==> src/rtl/twi_master_pkg.sv <==
// twi_master_pkg: shared types and constants for the TWI master sequencer.
// Contents: sequencer state enum, TWSR[7:3] status codes, status width.
// Used by twi_master_control and twi_bus_timeout.
package twi_master_pkg;

  localparam int STATUS_WIDTH = 5;

  typedef enum logic [2:0] {
    S_IDLE     = 3'd0,
    S_WAIT_BUS = 3'd1,
    S_START    = 3'd2,
    S_DATA     = 3'd3,
    S_ACK      = 3'd4,
    S_HOLD     = 3'd5,
    S_STOP     = 3'd6
  } state_e;

  localparam logic [STATUS_WIDTH-1:0] STAT_BUS_ERR   = 5'h00;
  localparam logic [STATUS_WIDTH-1:0] STAT_START     = 5'h01;
  localparam logic [STATUS_WIDTH-1:0] STAT_RSTART    = 5'h02;
  localparam logic [STATUS_WIDTH-1:0] STAT_SLAW_ACK  = 5'h03;
  localparam logic [STATUS_WIDTH-1:0] STAT_SLAW_NACK = 5'h04;
  localparam logic [STATUS_WIDTH-1:0] STAT_TX_ACK    = 5'h05;
  localparam logic [STATUS_WIDTH-1:0] STAT_TX_NACK   = 5'h06;
  localparam logic [STATUS_WIDTH-1:0] STAT_ARB_LOST  = 5'h07;
  localparam logic [STATUS_WIDTH-1:0] STAT_SLAR_ACK  = 5'h08;
  localparam logic [STATUS_WIDTH-1:0] STAT_SLAR_NACK = 5'h09;
  localparam logic [STATUS_WIDTH-1:0] STAT_RX_ACK    = 5'h0A;
  localparam logic [STATUS_WIDTH-1:0] STAT_RX_NACK   = 5'h0B;
  localparam logic [STATUS_WIDTH-1:0] STAT_NO_INFO   = 5'h1F;

endpackage

==> src/rtl/twi_bus_timeout.sv <==
// twi_bus_timeout: counts half_scl ticks while the master waits for a busy bus.
// Ports: clk/reset, clear (hold count at zero), tick (half_scl), tc (count reached TIMEOUT_TICKS).
// tc is a registered-count decode; the count saturates at the terminal value.
module twi_bus_timeout #(
  parameter int                       TIMEOUT_WIDTH = 16,
  parameter logic [TIMEOUT_WIDTH-1:0] TIMEOUT_TICKS = 16'd1000
) (
  input  logic clk,
  input  logic reset,
  input  logic clear,
  input  logic tick,
  output logic tc
);

  logic [TIMEOUT_WIDTH-1:0] count_q, count_d;

  assign tc = (count_q == TIMEOUT_TICKS);

  always_comb begin
    count_d = count_q;
    if (clear) begin
      count_d = '0;
    end else if (tick && !tc) begin
      count_d = count_q + 1'b1;
    end
  end

  always_ff @(posedge clk or posedge reset) begin
    if (reset) begin
      count_q <= '0;
    end else begin
      count_q <= count_d;
    end
  end

endmodule

==> src/rtl/twi_master_control.sv <==
// twi_master_control: master sequencing FSM driving the TWI bus interface unit from TWCR bits.
// Ports: TWCR bits + twint_clear in, BIU flags in; start/stop/data/ack enables, dirs, twint_set, twsto_clear, status out.
// All outputs registered from next state (1-cycle latency). Optional bus-wait timeout: TWI_BUS_TIMEOUT_EN.
module twi_master_control #(
  parameter int                       STATUS_WIDTH  = twi_master_pkg::STATUS_WIDTH,
  parameter int                       TIMEOUT_WIDTH = 16,
  parameter logic [TIMEOUT_WIDTH-1:0] TIMEOUT_TICKS = 16'd1000
) (
  input  logic                    clk,
  input  logic                    reset,
  input  logic                    twen,
  input  logic                    twsta,
  input  logic                    twsto,
  input  logic                    twea,
  input  logic                    twint_clear,
  input  logic                    half_scl,
  input  logic                    bus_busy,
  input  logic                    start_complete,
  input  logic                    stop_complete,
  input  logic                    arbitration_lost,
  input  logic                    byte_transfer_complete,
  input  logic                    ack_transfer_complete,
  input  logic                    ack_bit,
  input  logic                    rw_bit,
  output logic                    start_en,
  output logic                    restart_en,
  output logic                    stop_en,
  output logic                    data_transfer_en,
  output logic                    ack_transfer_en,
  output logic                    data_transfer_dir,
  output logic                    ack_transfer_dir,
  output logic                    sla_sent,
  output logic                    master_mode,
  output logic                    twint_set,
  output logic                    twsto_clear,
  output logic [STATUS_WIDTH-1:0] status
);

  import twi_master_pkg::*;

  state_e state_q, state_d;
  logic   sla_phase_q, sla_phase_d;
  logic   restart_q, restart_d;       // current START was entered from HOLD
  logic   twea_q, twea_d;
  logic   byte_prev_q, byte_prev_d;
  logic   sla_sent_q, sla_sent_d;
  logic   twint_set_q, twint_set_d;
  logic   twsto_clear_q, twsto_clear_d;
  logic [STATUS_WIDTH-1:0] status_q, status_d;
  logic   start_en_q, restart_en_q, stop_en_q, data_en_q, ack_en_q;
  logic   data_dir_q, ack_dir_q, master_mode_q;
  logic   drv, we_drive, byte_rise, timeout_tc;

`ifdef TWI_BUS_TIMEOUT_EN
  // Count is held at zero outside WAIT_BUS, so every entry starts fresh.
  twi_bus_timeout #(
    .TIMEOUT_WIDTH (TIMEOUT_WIDTH),
    .TIMEOUT_TICKS (TIMEOUT_TICKS)
  ) u_bus_timeout (
    .clk   (clk),
    .reset (reset),
    .clear (state_q != S_WAIT_BUS),
    .tick  (half_scl),
    .tc    (timeout_tc)
  );
`else
  logic timeout_unused;
  assign timeout_unused = half_scl ^ (^TIMEOUT_TICKS);
  assign timeout_tc     = 1'b0;
`endif

  always_comb begin
    state_d       = state_q;
    sla_phase_d   = sla_phase_q;
    restart_d     = restart_q;
    twea_d        = twea_q;
    byte_prev_d   = byte_transfer_complete;
    sla_sent_d    = sla_sent_q;
    twint_set_d   = 1'b0;
    twsto_clear_d = 1'b0;
    status_d      = status_q;
    // The address byte is always sent by the master; data direction follows R/W.
    drv       = sla_phase_q | ~rw_bit;
    we_drive  = ((state_q == S_DATA) && drv) || ((state_q == S_ACK) && !drv);
    byte_rise = byte_transfer_complete & ~byte_prev_q;

    if (twint_clear && ((state_q == S_IDLE) || (state_q == S_HOLD))) begin
      twea_d = twea;
    end

    if (!twen) begin
      state_d     = S_IDLE;
      status_d    = STATUS_WIDTH'(STAT_NO_INFO);
      sla_sent_d  = 1'b0;
      sla_phase_d = 1'b0;
      restart_d   = 1'b0;
    end else begin
      case (state_q)
        S_IDLE: begin
          if (twint_clear && twsta) begin
            restart_d = 1'b0;
            if (bus_busy) begin
              state_d = S_WAIT_BUS;
            end else begin
              state_d     = S_START;
              sla_phase_d = 1'b1;
            end
          end else if (twint_clear && twsto) begin
            twsto_clear_d = 1'b1;
          end
        end
        S_WAIT_BUS: begin
          if (!bus_busy) begin
            state_d     = S_START;
            sla_phase_d = 1'b1;
          end else if (timeout_tc) begin
            state_d     = S_IDLE;
            status_d    = STATUS_WIDTH'(STAT_BUS_ERR);
            twint_set_d = 1'b1;
          end
        end
        S_START: begin
          if (start_complete) begin
            state_d     = S_HOLD;
            twint_set_d = 1'b1;
            status_d    = restart_q ? STATUS_WIDTH'(STAT_RSTART) : STATUS_WIDTH'(STAT_START);
          end
        end
        S_HOLD: begin
          if (twint_clear) begin
            if (twsto) begin
              state_d = S_STOP;
            end else if (twsta) begin
              state_d     = S_START;
              restart_d   = 1'b1;
              sla_phase_d = 1'b1;
            end else begin
              state_d = S_DATA;
            end
          end
        end
        S_DATA: begin
          if (arbitration_lost && we_drive) begin
            state_d     = S_IDLE;
            status_d    = STATUS_WIDTH'(STAT_ARB_LOST);
            twint_set_d = 1'b1;
            sla_phase_d = 1'b0;
          end else if (byte_rise) begin
            state_d = S_ACK;
          end
        end
        S_ACK: begin
          if (arbitration_lost && we_drive) begin
            state_d     = S_IDLE;
            status_d    = STATUS_WIDTH'(STAT_ARB_LOST);
            twint_set_d = 1'b1;
            sla_phase_d = 1'b0;
          end else if (ack_transfer_complete) begin
            state_d     = S_HOLD;
            twint_set_d = 1'b1;
            sla_sent_d  = 1'b1;
            sla_phase_d = 1'b0;
            case ({sla_phase_q, rw_bit})
              2'b10:   status_d = ack_bit ? STATUS_WIDTH'(STAT_SLAW_NACK) : STATUS_WIDTH'(STAT_SLAW_ACK);
              2'b00:   status_d = ack_bit ? STATUS_WIDTH'(STAT_TX_NACK)   : STATUS_WIDTH'(STAT_TX_ACK);
              2'b11:   status_d = ack_bit ? STATUS_WIDTH'(STAT_SLAR_NACK) : STATUS_WIDTH'(STAT_SLAR_ACK);
              default: status_d = twea_q  ? STATUS_WIDTH'(STAT_RX_ACK)    : STATUS_WIDTH'(STAT_RX_NACK);
            endcase
          end
        end
        S_STOP: begin
          if (stop_complete) begin
            state_d       = S_IDLE;
            twsto_clear_d = 1'b1;
            status_d      = STATUS_WIDTH'(STAT_NO_INFO);
            sla_sent_d    = 1'b0;
          end
        end
        default: state_d = S_IDLE;
      endcase
    end
  end

  always_ff @(posedge clk or posedge reset) begin
    if (reset) begin
      state_q       <= S_IDLE;
      sla_phase_q   <= 1'b0;
      restart_q     <= 1'b0;
      twea_q        <= 1'b0;
      byte_prev_q   <= 1'b0;
      sla_sent_q    <= 1'b0;
      twint_set_q   <= 1'b0;
      twsto_clear_q <= 1'b0;
      status_q      <= STATUS_WIDTH'(STAT_NO_INFO);
      start_en_q    <= 1'b0;
      restart_en_q  <= 1'b0;
      stop_en_q     <= 1'b0;
      data_en_q     <= 1'b0;
      ack_en_q      <= 1'b0;
      data_dir_q    <= 1'b0;
      ack_dir_q     <= 1'b0;
      master_mode_q <= 1'b0;
    end else begin
      state_q       <= state_d;
      sla_phase_q   <= sla_phase_d;
      restart_q     <= restart_d;
      twea_q        <= twea_d;
      byte_prev_q   <= byte_prev_d;
      sla_sent_q    <= sla_sent_d;
      twint_set_q   <= twint_set_d;
      twsto_clear_q <= twsto_clear_d;
      status_q      <= status_d;
      // Moore decodes of the next state, so enables appear one edge after the trigger.
      start_en_q    <= (state_d == S_START);
      restart_en_q  <= (state_d == S_START) && restart_d;
      stop_en_q     <= (state_d == S_STOP);
      data_en_q     <= (state_d == S_DATA);
      ack_en_q      <= (state_d == S_ACK);
      data_dir_q    <= ((state_d == S_DATA) || (state_d == S_ACK)) && (sla_phase_d | ~rw_bit);
      ack_dir_q     <= (state_d == S_ACK) && !(sla_phase_d | ~rw_bit);
      master_mode_q <= (state_d != S_IDLE) && (state_d != S_WAIT_BUS);
    end
  end

  assign start_en          = start_en_q;
  assign restart_en        = restart_en_q;
  assign stop_en           = stop_en_q;
  assign data_transfer_en  = data_en_q;
  assign ack_transfer_en   = ack_en_q;
  assign data_transfer_dir = data_dir_q;
  assign ack_transfer_dir  = ack_dir_q;
  assign sla_sent          = sla_sent_q;
  assign master_mode       = master_mode_q;
  assign twint_set         = twint_set_q;
  assign twsto_clear       = twsto_clear_q;
  assign status            = status_q;

endmodule

==> config.mk <==
export PLATFORM = sky130hd
export DESIGN_NAME = twi_master_control
export DESIGN_NICKNAME = d
export VERILOG_FILES = /design/src/rtl/twi_master_pkg.sv /design/src/rtl/twi_bus_timeout.sv /design/src/rtl/twi_master_control.sv
export SDC_FILE = /design/constraint.sdc
export NUM_CORES = 1
export LEC_CHECK = 0
export CAP_MARGIN = 20
export CELL_PAD_IN_SITES_DETAIL_PLACEMENT = 0
export CELL_PAD_IN_SITES_GLOBAL_PLACEMENT = 1
export CORE_ASPECT_RATIO = 0.5
export CORE_MARGIN = 1
export CORE_UTILIZATION = 33
export DETAILED_ROUTE_END_ITERATION = 7
export PLACE_DENSITY = 0.74
export SETUP_SLACK_MARGIN = 0.1
export SLEW_MARGIN = 10
export SYNTH_ARGS = -nofsm -noshare
export SYNTH_HDL_FRONTEND = slang
export SYNTH_SLANG_ARGS = --single-unit
==> constraint.sdc <==
create_clock -name clk -period 2.1 [get_ports clk]
set_clock_uncertainty 0.2 [all_clocks]
set_input_delay 0.525 -clock clk [delete_from_list [all_inputs] [get_ports clk]]
set_output_delay 0.525 -clock clk [all_outputs]
set_load 0.03 [all_outputs]
-- Word-level counts from Yosys, hierarchy flattened
Cells that the tools add are included.
- reductions and logical operators: 20
- bitwise logic cells: 5
- muxes and demuxes: 59
- equal/unequal tests: 21
- operator list (kind ; count):
    $mux W3 ; 12
    $mux W1 ; 30
    $mux W5 ; 6
    $pmux W3 S7 ; 1
    $pmux W5 S4 ; 1
    $eq A3 B3 Y1 const B ; 5
    $eq A3 B2 Y1 const B ; 4
    $ne A3 B3 Y1 const B ; 4
    $pmux W4 S3 ; 1
    $logic_and A1 B1 Y1 ; 10
    $mux W2 ; 3
    $ne A3 B1 Y1 const B ; 2
    $pmux W1 S2 ; 3
    $ne A5 B1 Y1 const B ; 1
    $pmux W1 S5 ; 1
    $reduce_and A5 Y1 ; 1
    $eq A2 B2 Y1 const B ; 2
    $ne A4 B3 Y1 const B ; 1
    $reduce_and A4 Y1 ; 1
    $eq A3 B1 Y1 const B ; 1
    $logic_not A3 Y1 ; 1
    $logic_or A1 B1 Y1 ; 3
    $ne A3 B2 Y1 const B ; 1
    $pmux W1 S3 ; 1
    other kinds (6) ; 9
- output and inout port bits: 16
- register bits after elaboration: 23

-- Longest topological paths before layout
Gate-level depths: netlist of run 1.
- word-level depth: 12
- depth in mapped cells: 8
- depth with buffers taken out: 6

-- Worst setup path after synthesis of run 1
No wires, ideal clock.
- path type: register -> register
- from: register state_q[1]
- to: register status_q[3] (netlist: status[3])
- path slack: -0.131 ns
- cell stages (with the launch flop): 8
- arrival time: 1.950 ns
- data required time: 1.818 ns
- clock period less this slack: 2.231 ns
- path through: dfrtp_1 -> buf_6 -> or3b_4 -> mux2i_4 -> a21oi_2 -> o31a_1 -> or2_4 -> a211o_1
- cells in the longest elaborated chain, start to end: 7
- elaborated cells on any way between the ends: 17
- classes of those cells: 9 x eq/ne; 3 x mux; 5 x reduce/logical
- RTL lines (what ; line ; text):
    from (decl) ; twi_master_control.sv:41 ; state_e state_q, state_d;
    from (signal assigned) ; twi_master_control.sv:204 ; state_q <= state_d;
    $eq A3 B2 Y1 / $eq A3 B3 Y1 (equally long branches) ; twi_master_control.sv:84, twi_master_control.sv:98 ;
    $logic_and A1 B1 Y1 ; twi_master_control.sv:84 ; we_drive = ((state_q == S_DATA) && drv) || ((state_q == S_ACK) && !drv);
    $logic_or A1 B1 Y1 ; twi_master_control.sv:84 ;
    $logic_and A1 B1 Y1 ; twi_master_control.sv:143, twi_master_control.sv:153 ;
    $mux W5 ; twi_master_control.sv:153 ; if (arbitration_lost && we_drive) begin
    $pmux W5 S4 ; twi_master_control.sv:98 ; case (state_q)
    $mux W5 ; twi_master_control.sv:91 ; if (!twen) begin
    to (signal assigned) ; twi_master_control.sv:194 ; status_q <= STATUS_WIDTH'(STAT_NO_INFO);
    to (signal assigned) ; twi_master_control.sv:212 ; status_q <= status_d;
    to (decl) ; twi_master_control.sv:49 ; logic [STATUS_WIDTH-1:0] status_q, status_d;
Parallel ways exist; a longest one is shown, timed or not.
A chain may end at the register's enable or synchronous reset.

-- Worst setup path after layout of run 1
- from: register state_q[0]
- to: register status_q[3] (netlist: status[3])
The elaborated chain is that of the path after synthesis.

==> run_results.csv, run 1 <==
group,metric,value,unit
sta,hold_viol_final,0,
yosys,synth_flop_cell,"dfrtp_1",
job,drv_cap,0,
sta,fmax,0.457,GHz
placed_design,place_inst,256,
drt,drt_wl_total,4170,um
finish,instances_no_fill,273,
clock_tree,clk_latency,270,ps
sta,tns,-365,ps
clock_tree,numCtsBuffers,3,
finish,final_core_util,0.623,
sta,tightestPinTransition,415,ps
global_route,grt_pass1_wl,6530,um
floorplanning,die_h,47.1,um
global_route,grt_max_degree,24,
placed_design,port_buffers,30,
yosys,synth.cell_area,1340,um^2
yosys,yosysUniqueCellTypes,50,
floorplanning,num_rows,15,
finish,antennaDiodeCount,0,
yosys,avgSynthCellArea,9.38,um^2
global_route,overflow,0,
setup_path,required,2100,ps
placed_design,pre_cts_ws,-611,ps
yosys,ys_ff_latch,23,
pwr,vdd_ir_drop_max,0.314,mV
setup_path,path_max_fanout,5,
finish,area_delta_synth_final,70.0,%
yosys,syn_nets,159,
clock_tree,clk_pin_slew,90,ps
drt,num_vias,1423,
sta,period_minus_slack,2190,ps
floorplanning,io_pins,32,
clock_tree,clock-sinks,23,
run_status,violations,"setup timing",
run_status,run_status,"finished, violations left",
drt,post_drt_wl_per_cell,15.3,um
floorplanning,core,3660,um^2
finish,final_cell_area,2280,um^2
sta,maxSlewHeadroom,0.723,
floorplanning,start_util,0.366,
clock_tree,clockRootBuffer,"clkbuf_8",
drt,remaining_drc_errors,0,
sta,fin_crit_sh,1.04,
floorplanning,die_area,4340,um^2
sta,layout_setup_ws,-88.2,ps
drt,dr.pass1.iters,4,
setup_path,arrival,2190,ps
setup_path,worstSetupEndpointType,"flop",
drt,drt_iter0_markers,81,
setup_path,crit_type,"reg -> reg",
floorplanning,die_x,92.2,um
sta,drv_slew,0,
yosys,synth_cells,143,
pwr,p_per_area,584,nW/um^2
placed_design,placed_cell_area,1960,um^2
worst_hold_path,min_path_type,"reg -> reg",
yosys,synthArstFlopShare,1.00,
finish,drive_gt1_frac,0.437,
sta,setup_viol,9,
sta,rsz0062_at_grt,"yes",
placed_design,gp_congestion,0.844,
global_route,grt_pass1_vias,1312,
placed_design,dp_hpwl,2850,um
finish,fillerInstances,330,
global_route,antenna_found_initial,0,
drt,drt.antenna.violating_nets,0,
clock_tree,htreeDepth,1,
global_route,grt_use_total,0.204,
finish,nets,239,
clock_tree,clockBufferDepth,2,
pwr,p_leak,0.00118,uW
drt,avgViaCountPerCell,5.21,
yosys,synth-seq-area-share,0.434,
yosys,synth_warnings,0,
clock_tree,cts_tree,"yes",
setup_path,start_kind,"flop",
yosys,synth_edf_count,0,
cell usage in the layout (no fill, tap or decap), types with 3 or more instances in the layout:
cell / instances
buf_6: 10
nand3b_1: 4
dfrtp_1: 18
o21ai_1: 4
a31oi_1: 4
buf_4: 42
o211ai_1: 4
a21oi_1: 8
dfstp_2: 5
clkdlybuf4s50_1: 5
nand2_2: 3
a221oi_2: 3
nor3_1: 5
nand2_1: 5
clkbuf_8: 3
inv_1: 11
nor2_1: 7
dlymetal6s2s_1: 5
nand2b_1: 3
dlygate4sd2_1: 19
critical path: stages, from the launching register on:
cell and delay (ps):
dfrtp_1 430, or3b_4 410, mux2i_4 200, a21oi_2 80, o31a_1 280, or2_4 260
a211o_1 260
power breakdown:
group          internal, uW  switching [uW]
registers               483            17.7
logic                   277             269
clock network           134             152
total                   894             439
per-stage QoR:
stage	total power [uW]	hold slack [ps]
floorplan	739	282
global placement	944	276
detailed placement	945	279
CTS	1310	291
global route	1410	309
finish	1330	289
routing by layer:
metal | vias up | share of wire | routed length [um] | global-route usage
met3 | 5 | 0.052 | 217 | 0.0437
li1 | 685 | - | - | -
met4 | 0 | 0.0079 | 33 | 0.0313
met2 | 48 | 0.45 | 1890 | 0.340
met5 | - | 0 | 0 | 0
met1 | 685 | 0.49 | 2030 | 0.285
state kept, by name (all words and copies together), names as in the netlist:
| name | count |
|---|---|
| twea_q | 1 |
| twint_set | 1 |
| data_transfer_en | 1 |
| ack_transfer_dir | 1 |
| status | 5 |
| restart_q | 1 |
| sla_sent | 1 |
| start_en | 1 |
| stop_en | 1 |
| state_q | 3 |
| restart_en | 1 |
| twsto_clear | 1 |
| data_transfer_dir | 1 |
| sla_phase_q | 1 |
| byte_prev_q | 1 |
| master_mode | 1 |
| ack_transfer_en | 1 |
final timing paths:
path,cells past startpoint,start,slack [ps],to
max,6,state_q[0],-90,status[3]
min,2,status[2],290,status[2]
max reg2reg,6,state_q[0],-90,status[3]
min reg2reg,2,status[2],290,status[2]
max in group asynchronous,3,reset,1030,status[1]
min in group asynchronous,3,reset,390,twint_set
layout make-up:
cell class	count	area (um^2)	share of cell area
well taps	51	63.8	0.0280
clock inverters	1	7.51	0.00329
inverters	13	48.8	0.0214
flip-flops and latches	23	582	0.255
repair buffers	82	717	0.314
multi-input cells	100	820	0.359
clock buffers	3	41.3	0.0181
cell families (layout without fill, tap and decap cells):
family                 count (synthesis)  in the layout  synth area share
buffers and inverters                 20             99            0.0662
AO/OA/AOI/OAI                         43             43             0.224
multiplexers                           3              3            0.0336
flip-flops                            23             23             0.434
XOR/XNOR                               1              1           0.00653
AND/OR/NAND/NOR                       53             53             0.236
timing repair:
action | in CTS | in global routing
setup buffers | 11 | 3
setup endpoints to repair | 28 | 22
pin swaps | 21 | 11
hold buffers | 0 | 0
resized for setup | 57 | 18
cells in the mapped netlist, drive strengths merged, types with 2 or more instances:
master   count  area [um^2]
inv         13         48.8
nand3b       4         30.0
a2111oi      2         18.8
mux2         2         22.5
o21ai        5         25.0
nor2b        2         12.5
or2          2         15.0
nand2b       5         31.3
dfstp        5          131
and3         3         18.8
a21oi       10         53.8
nand2        8         30.0
a31oi        5         31.3
nor2         9         33.8
o21a         2         15.0
nor4bb       2         20.0
buf          5         32.5
o211ai       4         30.0
and3b        2         17.5
clkbuf       2         7.51
and2         2         12.5
a221oi       3         26.3
dfrtp       18          450
o31ai        3         22.5
nor3         7         35.0
Power figures use the tool's default switching activity.
==> run 2, diff against run 1 <==
ABC_AREA = 1   (was unset)
CORE_MARGIN = unset   (was 1)
CORE_UTILIZATION = 32   (was 33)
==> run 2 against run 1 <==
Compared with the run above:
- the run now ends clean
- register-to-register slack better by 370 ps
- clock-buffer cell count unchanged
- worst hold slack better by 15 ps
- critical path type is now reg -> out
- largest power group is now sequential cells
- highest routed layer is now met3
==> run_results.csv, run 2 <==
group,metric,value,unit
finish,nets,232,
setup_path,max_stage_delay,530,ps
placed_design,gp_congestion,0.891,
yosys,synth.cell_area,1360,um^2
setup_path,crit_type,"reg -> out",
drt,post_drt_wl_per_cell,11.1,um
finish,seq_area,584,um^2
yosys,yosysUniqueCellTypes,31,
yosys,ys_ff_latch,23,
finish,final_common_cell,"nand2_1",
global_route,grt_max_degree,24,
finish,multi_input_area,671,um^2
drt,drt.antenna.violating_nets,0,
clock_tree,cts_tree,"yes",
yosys,synth-seq-area-share,0.429,
clock_tree,clk_pin_slew,80,ps
clock_tree,clock-sinks,23,
drt,dr.pass1.iters,4,
setup_path,cp_slowest_cell,"dfstp_2",
placed_design,port_buffers,30,
sta,fin_crit_sh,0.912,
floorplanning,num_rows,16,
drt,drt_iter0_markers,65,
finish,largest_register_ffs,5,
floorplanning,core,3980,um^2
setup_path,worstSetupEndpointType,"output pin",
sta,tightestPinTransition,384,ps
sta,drv_slew,0,
yosys,synth_warnings,0,
global_route,overflow,0,
yosys,synth_top_area_cell,"dfrtp_1",
sta,period_minus_slack,1910,ps
drt,wl_met1,1560,um
clock_tree,clk_latency,270,ps
sta,setup_viol,0,
floorplanning,die_area,4510,um^2
run_status,run_status,"finished clean",
finish,drive_gt1_frac,0.298,
floorplanning,io_pins,32,
yosys,synth.area.top_cells,"dfrtp_1 (33%), dfstp_2 (9.7%), nand2_1 (8.3%), nor2_1 (6.1%), inv_1 (5.3%)",
drt,remaining_drc_errors,0,
sta,rsz0062_at_grt,"yes",
pwr,p_leak,0.00105,uW
clock_tree,cts_hold_buf,0,
yosys,synth_edf_count,0,
drt,drt_wl_total,3000,um
floorplanning,start_util,0.340,
global_route,grt_pass1_wl,4840,um
finish,instances_no_fill,269,
drt,num_vias,1197,
drt,dr_wl_met2,1280,um
worst_hold_path,min_path_type,"reg -> reg",
yosys,synth_most_common_cell,"nand2_1",
global_route,grt_use_total,0.148,
floorplanning,die_x,94.0,um
floorplanning,die_h,48.0,um
placed_design,place_inst,265,
setup_path,crit_chain,"dlygate4sd2_1",
clock_tree,htreeDepth,1,
yosys,synth_top_area_frac,0.332,
setup_path,arrival,1190,ps
yosys,synth_cells,169,
setup_path,required,1370,ps
sta,hold_ws,304,ps
setup_path,path_max_fanout,2,
setup_path,cp_top_family,"flip-flops",
sta,fmax,0.522,GHz
placed_design,dp_hpwl,2410,um
finish,final_core_util,0.472,
drt,dr_wl_met3,149,um
drt,routed.top_layer,"met3",
finish,layout_common_cells,"nand2_1 (28), nor2_1 (21), inv_1 (19)",
finish,antennaDiodeCount,0,
clock_tree,clockRootBuffer,"clkbuf_8",
finish,area_delta_synth_final,38.7,%
clock_tree,numCtsBuffers,3,
global_route,antenna_found_initial,0,
pwr,p_per_area,598,nW/um^2
setup_path,reg2reg_slack,280,ps
drt,avgViaCountPerCell,4.45,
pwr,vdd_ir_drop_max,0.295,mV
job,drv_cap,0,
setup_path,crit_buf_inv,1,
yosys,synth_flop_cell,"dfrtp_1",
yosys,syn_nets,185,
yosys,synthArstFlopShare,1.00,
yosys,synth_commonest_cells,"nand2_1 (30), nor2_1 (22), inv_1 (19)",
finish,fillerInstances,411,
sta,hold_viol_final,0,
sta,maxSlewHeadroom,0.743,
global_route,grt_pass1_vias,1024,
yosys,avgSynthCellArea,8.02,um^2
clock_tree,clockBufferDepth,2,
sta,tns,0,ps
setup_path,start_kind,"flop",
-- run 2: cell count changes in the layout (fill, tap and decap cells not counted), sizes merged, moves of 4 or more --
cell	before	now
a31oi	5	1
clkdlybuf4s50	5	13
inv	13	26
nand2	8	40
dlygate4sd2	19	12
buf	52	15
nor2	9	26
nand3	1	19
nand2b	5	0
-- run 2: repair_timing --
| item | CTS | global route |
|---|---|---|
| pin swaps | 0 | 1 |
| cloned | 0 | 0 |
| resized for setup | 12 | 13 |
| endpoints found under the hold margin | 0 | 0 |
| setup endpoints to repair | 12 | 14 |
| buffers inserted | 0 | 0 |
-- run 2: final timing paths --
| kind | cells after the start | from | endpoint |
|---|---|---|---|
| max | 1 | status[3] | status[3] |
| min | 2 | status[4] | status[4] |
| max reg2reg | 12 | state_q[2] | data_transfer_dir |
| min reg2reg | 2 | status[4] | status[4] |
| max in group asynchronous | 3 | reset | status[0] |
| min in group asynchronous | 3 | reset | sla_sent |
-- run 2: final cells by class --
type | count | area share
Timing Repair Buffer | 45 | 0.218
Tap cell | 54 | 0.0360
Inverter | 26 | 0.0519
Clock inverter | 1 | 0.00399
Multi-Input combinational cell | 117 | 0.357
Sequential cell | 23 | 0.311
Clock buffer | 3 | 0.0220
-- run 2: cells by family (layout without fill, tap and decap cells) --
logic type	count (synthesis)	after routing	share of synthesized area
multiplexers	1	1	0.00831
AND/OR/NAND/NOR	93	93	0.361
AO/OA/AOI/OAI	22	22	0.102
XOR/XNOR	1	1	0.00646
flip-flops	23	23	0.429
buffers and inverters	29	75	0.0923
-- run 2: where the power goes --
group          leakage [uW]  switching (uW)  internal [uW]
clock             0.0000217             146            134
combinational      0.000733             197            133
sequential         0.000293            27.7            486
-- run 2: layer usage --
layer | up-vias | track usage
met5 | - | 0
met4 | 0 | 0.0277
met3 | 0 | 0.0413
met2 | 24 | 0.229
met1 | 537 | 0.209
li1 | 636 | -
-- run 2: metrics by stage --
step / total power (uW) / setup slack, ps / instance area [um^2]
floorplan: 733 / 431 / 1360
detailed placement: 861 / -160 / 1810
global route: 1190 / 74.2 / 1880
finish: 1120 / 185 / 1880
CTS: 1130 / 106 / 1840
global placement: 858 / -170 / 1810
==> run 3, diff against run 2 <==
--- a/config.mk
+++ b/config.mk
@@ -14,2 +14,3 @@
 export DETAILED_ROUTE_END_ITERATION = 7
+export HOLD_SLACK_MARGIN = 0.15
 export PLACE_DENSITY = 0.74
--- a/constraint.sdc
+++ b/constraint.sdc
@@ -4,2 +4,2 @@
 set_output_delay 0.525 -clock clk [all_outputs]
-set_load 0.03 [all_outputs]
+set_load 0.05 [all_outputs]
==> run 3 against run 2 <==
Compared with the run above:
- critical path depth up 12
- final area up 2.1%
- power up 7.8%
- worst hold slack better by 22 ps
- non-clock buffer count decreased by 1
- die area unchanged
- highest routed layer is now met4
==> run_results.csv, run 3 (synthesis gave the netlist of run 2 again) <==
group,metric,value,unit
sta,fin_crit_sh,0.885,
finish,drive_gt1_frac,0.374,
drt,drt.antenna.violating_nets,0,
clock_tree,clock-sinks,23,
run_status,run_status,"finished clean",
sta,hold_viol_final,0,
global_route,antenna_found_initial,0,
placed_design,dp_hpwl,2380,um
floorplanning,core,3980,um^2
floorplanning,num_rows,16,
setup_path,crit_chain,"clkdlybuf4s50_1 > nand2_2 > inv_1 > nand2_2 > nand2_2 > nand3b_1 > nand3_2 > nand2_2 > inv_2 > nand2_2 > nand2_1 > nand2_1 > inv_1",
pwr,p_leak,0.00101,uW
sta,tightestPinTransition,287,ps
finish,layout_common_cells,"nand2_1 (26), buf_4 (24), nor2_1 (21)",
global_route,grt_use_total,0.150,
drt,dr.pass1.iters,4,
drt,remaining_drc_errors,0,
global_route,grt_pass1_wl,5000,um
drt,drt_wl_total,2940,um
floorplanning,die_x,94.0,um
setup_path,max_stage_delay,500,ps
floorplanning,die_h,48.0,um
sta,period_minus_slack,1860,ps
pwr,finalPower,1210,uW
setup_path,worstSetupEndpointType,"flop",
pwr,p_per_area,632,nW/um^2
clock_tree,clk_pin_slew,90,ps
clock_tree,htreeDepth,1,
placed_design,pre_cts_ws,-131,ps
floorplanning,start_util,0.340,
drt,avgViaCountPerCell,4.44,
placed_design,gp_congestion,0.891,
floorplanning,io_pins,32,
finish,final_common_cell,"nand2_1",
sta,layout_setup_ws,242,ps
sta,maxSlewHeadroom,0.808,
clock_tree,clk_latency,270,ps
finish,area_delta_synth_final,41.6,%
global_route,grt_pass1_vias,1079,
setup_path,required,2120,ps
drt,drt_iter0_markers,57,
sta,rsz0062_at_grt,"no",
finish,nets,231,
pwr,vdd_ir_drop_max,0.380,mV
worst_hold_path,min_path_type,"reg -> reg",
clock_tree,numCtsBuffers,3,
setup_path,crit_type,"in -> reg",
drt,post_drt_wl_per_cell,11.0,um
clock_tree,clockBufferDepth,2,
sta,drv_slew,0,
setup_path,arrival,1870,ps
job,drv_cap,0,
placed_design,port_buffers,30,
drt,num_vias,1190,
setup_path,path_common_cell,"nand2_2",
setup_path,cp_slowest_cell,"clkdlybuf4s50_1",
global_route,grt_max_degree,24,
setup_path,path_max_fanout,4,
global_route,overflow,0,
sta,setup_viol,0,
clock_tree,clockRootBuffer,"clkbuf_8",
setup_path,start_kind,"primary input",
finish,antennaDiodeCount,0,
clock_tree,cts_tree,"yes",
floorplanning,die_area,4510,um^2
finish,largest_register_ffs,5,
sta,fmax,0.538,GHz
sta,tns,0,ps
run 3: cell count changes in the layout (fill, tap and decap cells not counted), sizes merged:
| cell | before | now |
|---|---|---|
| buf | 15 | 30 |
| dlygate4sd2 | 12 | 0 |
| dlymetal6s2s | 5 | 1 |
run 3: per-stage QoR:
stage / hold slack [ps] / instances / utilization / instance area [um^2]
2_1_floorplan: 281 / 169 / - / 1360
3_3_place_gp: 314 / 263 / 0.459 / 1830
3_5_place_dp: 315 / 263 / 0.459 / 1830
4_1_cts: 328 / 267 / 0.471 / 1880
5_1_grt: 360 / 268 / 0.481 / 1920
6_report: 326 / 268 / 0.481 / 1920
run 3: timing repair:
action | 4_1_cts | 5_1_grt
resized for setup | 0 | 11
endpoints found under the setup margin | 0 | 9
setup buffers | 0 | 1
hold buffers | 0 | 0
run 3: layout make-up:
class | count | area [um^2]
multi-input combinational | 117 | 676
fill | 398 | 2070
tap | 54 | 67.6
sequential | 23 | 583
clock buffer | 3 | 41.3
timing repair buffer | 44 | 443
inverter | 26 | 100
clock inverter | 1 | 7.51
run 3: final timing paths:
| check | from | endpoint | slack (ps) | cells after the start |
|---|---|---|---|---|
| worst max-delay path | rw_bit | data_transfer_dir | 240 | 13 |
| worst min-delay path | status[4] | status[4] | 330 | 2 |
| worst max register to register | state_q[0] | data_transfer_dir | 270 | 13 |
| worst min register to register | status[4] | status[4] | 330 | 2 |
| max in group asynchronous | reset | status[2] | 1050 | 3 |
| min in group asynchronous | reset | twint_set | 380 | 3 |
run 3: layer usage:
| metal | up-vias | GRT usage | share of wire |
|---|---|---|---|
| met5 | - | 0 | 0 |
| met4 | 0 | 0.0277 | 0.0037 |
| met3 | 2 | 0.0397 | 0.046 |
| met2 | 23 | 0.234 | 0.41 |
| met1 | 533 | 0.213 | 0.54 |
| li1 | 632 | - | - |
run 3: critical path, delay by kind of cell:
family                 cells  cell delay, ps
buffers and inverters      4             700
and+or+nand+nor            9             650
run 3: report_power, final:
part / internal [uW] / total (uW) / switching [uW]
clock: 135 / 286 / 151
sequential: 487 / 519 / 32.2
combinational: 173 / 407 / 234
